$ cat config.mk
export PLATFORM = sky130hd
export DESIGN_NAME = pattern_seq
export DESIGN_NICKNAME = d
export VERILOG_FILES = /design/src/rtl/pattern_seq.sv
export SDC_FILE = /design/constraint.sdc
export NUM_CORES = 1
export LEC_CHECK = 0
export CAP_MARGIN = 20
export CORE_UTILIZATION = 36
export CTS_CLUSTER_DIAMETER = 120
export DETAILED_ROUTE_END_ITERATION = 7
export SLEW_MARGIN = 15
export SYNTH_ARGS = -nofsm -noshare
export SYNTH_HDL_FRONTEND = slang
export SYNTH_SLANG_ARGS = --single-unit
$ cat constraint.sdc
create_clock -name clk -period 1.6 [get_ports clk]
set_clock_uncertainty 0.05 [all_clocks]
set_input_delay 0.32 -clock clk [delete_from_list [all_inputs] [get_ports clk]]
set_output_delay 0.32 -clock clk [all_outputs]
set_load 0.02 [all_outputs]
$ cat src/rtl/pattern_seq.sv
// pattern_seq: programmable pattern sequencer.
// A DEPTH-entry table of {flag, last, data} words is loaded through a write port and
// played out one entry per clock on registered data/flag/valid when start is accepted,
// either once (one-shot) or repeatedly (loop) until stopped.
//
// Ports:
//   clk, rst_n            clock, asynchronous active-low reset (also erases the table)
//   wr_en/wr_addr/wr_data table write port; wr_data = {flag, last, data}
//   start, stop           begin playback (IDLE only) / abort playback (stop wins)
//   mode_loop             0 = one-shot, 1 = loop; latched when start is accepted
//   data, flag, valid     current table entry, registered
//   busy                  high while entries are being played
//   done                  one-cycle pulse after a completed playback
//
// Optional feature: define PATSEQ_LOOP_CNT_EN to add input loop_cnt[7:0]; loop mode then
// plays exactly loop_cnt+1 passes and finishes with a done pulse like one-shot.
module pattern_seq #(
  parameter int unsigned DATA_W = 8,
  parameter int unsigned ADDR_W = 3
) (
  input  logic              clk,
  input  logic              rst_n,
  input  logic              wr_en,
  input  logic [ADDR_W-1:0] wr_addr,
  input  logic [DATA_W+1:0] wr_data,
  input  logic              start,
  input  logic              stop,
  input  logic              mode_loop,
`ifdef PATSEQ_LOOP_CNT_EN
  input  logic [7:0]        loop_cnt,
`endif
  output logic [DATA_W-1:0] data,
  output logic              flag,
  output logic              valid,
  output logic              busy,
  output logic              done
);

  localparam int unsigned DEPTH = 1 << ADDR_W;

  // StLast is the final cycle of a finishing playback: the last entry is on the
  // outputs and the next edge returns to IDLE with done.
  typedef enum logic [1:0] {StIdle, StRun, StLast} state_e;

  state_e              state_q, state_d;
  logic [ADDR_W-1:0]   ptr_q, ptr_d;
  logic                loop_q, loop_d;
  logic [DATA_W-1:0]   data_q, data_d;
  logic                flag_q, flag_d;
  logic                valid_q, valid_d;
  logic                done_q, done_d;
`ifdef PATSEQ_LOOP_CNT_EN
  logic [7:0]          cnt_q, cnt_d;
`endif

  logic [DATA_W+1:0]   tbl_q [DEPTH];
  logic [DATA_W+1:0]   rd_entry;
  logic                end_of_pass;

  // Table storage; a read at the same edge as a write sees the old contents.
  always_ff @(posedge clk or negedge rst_n) begin
    if (!rst_n) begin
      for (int i = 0; i < DEPTH; i++) begin
        tbl_q[i] <= '0;
      end
    end else if (wr_en) begin
      tbl_q[wr_addr] <= wr_data;
    end
  end

  assign rd_entry    = tbl_q[ptr_q];
  assign end_of_pass = rd_entry[DATA_W] | (&ptr_q);

  always_comb begin
    state_d = state_q;
    ptr_d   = ptr_q;
    loop_d  = loop_q;
    data_d  = '0;
    flag_d  = 1'b0;
    valid_d = 1'b0;
    done_d  = 1'b0;
`ifdef PATSEQ_LOOP_CNT_EN
    cnt_d   = cnt_q;
`endif
    unique case (state_q)
      StIdle: begin
        if (start && !stop) begin
          state_d = StRun;
          ptr_d   = '0;
          loop_d  = mode_loop;
`ifdef PATSEQ_LOOP_CNT_EN
          cnt_d   = loop_cnt;
`endif
        end
      end
      StRun: begin
        if (stop) begin
          state_d = StIdle;
        end else begin
          data_d  = rd_entry[DATA_W-1:0];
          flag_d  = rd_entry[DATA_W+1];
          valid_d = 1'b1;
          if (end_of_pass) begin
            ptr_d = '0;
            if (!loop_q) begin
              state_d = StLast;
            end
`ifdef PATSEQ_LOOP_CNT_EN
            else if (cnt_q == 8'd0) begin
              state_d = StLast;
            end else begin
              cnt_d = cnt_q - 8'd1;
            end
`endif
          end else begin
            ptr_d = ptr_q + ADDR_W'(1);
          end
        end
      end
      StLast: begin
        state_d = StIdle;
        done_d  = ~stop;
      end
      default: begin
        state_d = StIdle;
      end
    endcase
  end

  always_ff @(posedge clk or negedge rst_n) begin
    if (!rst_n) begin
      state_q <= StIdle;
      ptr_q   <= '0;
      loop_q  <= 1'b0;
      data_q  <= '0;
      flag_q  <= 1'b0;
      valid_q <= 1'b0;
      done_q  <= 1'b0;
`ifdef PATSEQ_LOOP_CNT_EN
      cnt_q   <= '0;
`endif
    end else begin
      state_q <= state_d;
      ptr_q   <= ptr_d;
      loop_q  <= loop_d;
      data_q  <= data_d;
      flag_q  <= flag_d;
      valid_q <= valid_d;
      done_q  <= done_d;
`ifdef PATSEQ_LOOP_CNT_EN
      cnt_q   <= cnt_d;
`endif
    end
  end

  assign data  = data_q;
  assign flag  = flag_q;
  assign valid = valid_q;
  // Busy spans exactly the cycles that carry table entries, so it tracks valid.
  assign busy  = valid_q;
  assign done  = done_q;

endmodule

==> summary.txt <==
Worst hold path
  • Worst hold path type: in2async

Placed design
  • Placed cells: roughly 470
  • Pre-CTS setup slack: -0.3541 ns
  • Placer's final routability congestion estimate: around 0.75
  • Post-placement cell area: between 0.004 and 0.005 mm²
  • Post-DP HPWL: between 5000 and 6000 µm
  • # port buffers: 30

Setup path
  • Worst R2R Path Depth: 3
  • Worst r2r src: ptr_q[0]
  • Startpoint types: flip-flop
  • WP data arrival: 1.82 ns
  • Crit Path Class: reg2reg
  • Critical path peak fanout: 6
  • Crit end category: flip-flop
  • Req. time, crit path: between 1.5 and 2 ns
  • Setup crit start: ptr_q[0]
  • Reg2reg setup slack: -0.02 ns

Synthesis
  • Async SR Flop Fraction: 100.0%
  • Main synth FF type: dfrtp_1
  • Register area share after synthesis: 57.09%
  • Mapped Cells: 277
  • Synth Warn #: 0
  • EDFF count, synth: 0
  • Register bit total from synthesis: slightly below 100
  • Mapped cell area: between 0.004 and 0.005 mm²
  • Avg Inst Size Synth: 15.35 µm²
  • Syn_nets: ~300
  • Synth unique cells: 31

GRT
  • Total GRT Usage: between 10% and 20%
  • Vias in the first global route: 2599
  • Initial antenna violation count: 0
  • First-pass GRT wire length: about 14000 µm
  • Pin count of the biggest net entering global routing: roughly 100
  • Grt ovf: 0

Route
  • DR DRC count: 0
  • Via count: about 2500
  • WL/cell: 17.91 µm
  • DRT antenna net count: 0
  • DR vias/cell: a little over 5
  • DR iter-0 viols: 93
  • DRT Pass-1 Iters: 4
  • Post-Route WL: just under 9000 µm

Finish
  • Fin util: 46.19%
  • Area of the multi-input gates: 0.001774 mm²
  • Commonest cells after routing, fill and taps aside: 96 x dfrtp_1, 81 x mux2_2, 28 x buf_4
  • Fin area: between 0.005 and 0.006 mm²
  • Diode count: 0
  • Layout cells sized above 1: 47.37%
  • Leading cell type in the layout, fill and taps excluded: dfrtp_1
  • # fillers: around 1000
  • Net count, final: 358
  • Register cell area after layout: 0.002429 mm²
  • Final std cells w/o fill: 485
  • Layout area overhead: 24.57%

Floorplan
  • DIE HEIGHT: 110.7 µm
  • Initial core utilization: between 30% and 40%
  • Die footprint: around 0.012 mm²
  • Rows: 39
  • Core ar.: 0.01147 mm²
  • Die width: 110.7 µm
  • I/O pin count: 31

Clock network
  • Clock Tree Root: clkbuf_16
  • CTS tree: built
  • Setup Buffers After CTS: 0
  • Clock buffer depth: 2
  • Clock H-tree levels: 3
  • Clock sinks: slightly below 100
  • Clock Pin Slew Worst Setup and Hold Paths: around 0.06 ns
  • Hold buffer count at CTS: 0
  • Cts bufs inserted: 9
  • Worst-Skew Late Latency: around 0.34 ns

Timing
  • Count of pins over their slew limit: 0
  • Final period util: 101.5%
  • RSZ-0062 raised after global routing: true
  • Max-Slew Margin vs Limit: 63.11%
  • Fmax: ~620 MHz
  • Worst-margin pin slew: around 0.55 ns
  • Final Setup Violations: 3
  • Hold Fails Final Rpt: 22
  • Total negative slack: -0.04853 ns
  • Tmin final: 1.624 ns
  • WHS: -0.05645 ns
  • Worst Slack Setup Final: -0.02430 ns

Power
  • Pwr Density: 1496 mW/mm²
  • Power consumption: about 7.9 mW
  • Leak: 2.326 nW
  • Peak VDD IR: around 0.00094 V

Status
  • Outcome: finished with violations
  • Failing checks: hold timing, setup timing

Run
  • Max cap viols: 0
==> synth_stat cells (2+ instances only) <==
| master | instances | area (µm²) |
|---|---|---|
| dfrtp_1 | 97 | 2427 |
| o32ai_1 | 3 | 26.28 |
| buf_2 | 8 | 40.04 |
| a21oi_1 | 9 | 45.04 |
| nor2_1 | 4 | 15.01 |
| buf_6 | 2 | 22.52 |
| nand4b_1 | 3 | 26.28 |
| ha_1 | 2 | 25.02 |
| nand2_1 | 23 | 86.33 |
| nor3_4 | 2 | 32.53 |
| mux2_2 | 82 | 923.4 |
| inv_1 | 4 | 15.01 |
| nor3b_1 | 3 | 22.52 |
| mux4_2 | 18 | 405.4 |
==> per-layer routing <==
| layer | global-route usage [%] | vias to the layer above | part of all wire (%) |
|---|---|---|---|
| li1 | - | 1142 | - |
| met1 | 20.11 | 1303 | 46 |
| met2 | 25.22 | 31 | 50 |
| met3 | 3.773 | 8 | 2.6 |
| met4 | 4.622 | 0 | 0.99 |
| met5 | 0 | - | 0 |
==> cells by family (layout without fill, tap and decap cells) <==
group / after synthesis / after routing / synth area share (%)
buf+inv: 18 / 83 / 2.266
mux: 102 / 102 / 32.14
compound gates: 17 / 17 / 2.708
simple gates: 41 / 41 / 5.209
flops: 97 / 97 / 57.09
fa+ha+maj: 2 / 2 / 0.5885
==> worst max-delay path: stages (launching register included) <==
cell     delay (ns)
dfrtp_2        0.48
mux4_2         0.55
and2_4         0.20
o32ai_1        0.25
==> worst paths after layout <==
path                        endpoint
max in group asynchronous  tbl_q[69]
min in group clk           tbl_q[12]
min reg2reg                tbl_q[12]
min                           loop_q
max reg2reg                 ptr_q[2]
max                         ptr_q[2]
==> sequential cells by signal, indices dropped and copies added, names as in the netlist <==
signal   count
flag         1
data         8
busy         1
loop_q       1
state_q      2
ptr_q        3
tbl_q       80
done         1
==> timing repair <==
item / 4_1_cts / 5_1_grt
endpoints found under the setup margin: 25 / 26
gates cloned: 0 / 0
resized for setup: 20 / 7
pin swaps: 7 / 3
==> report_power, final <==
group	internal [mW]	switching, mW	total [mW]
sequential	3.03	0.319	3.35
clock	1.41	0.872	2.28
combinational	1.29	0.997	2.29
total	5.74	2.19	7.92
==> area by class of cell <==
cell class	instances	area share (%)
clock buffer	11	4.583
clock inverter	5	1.488
inverter	5	0.3544
multi-input combinational	162	33.50
sequential	97	45.85
tap	143	3.378
timing repair buffer	62	10.84
Note: power is estimated with default switching activity, not from simulation.
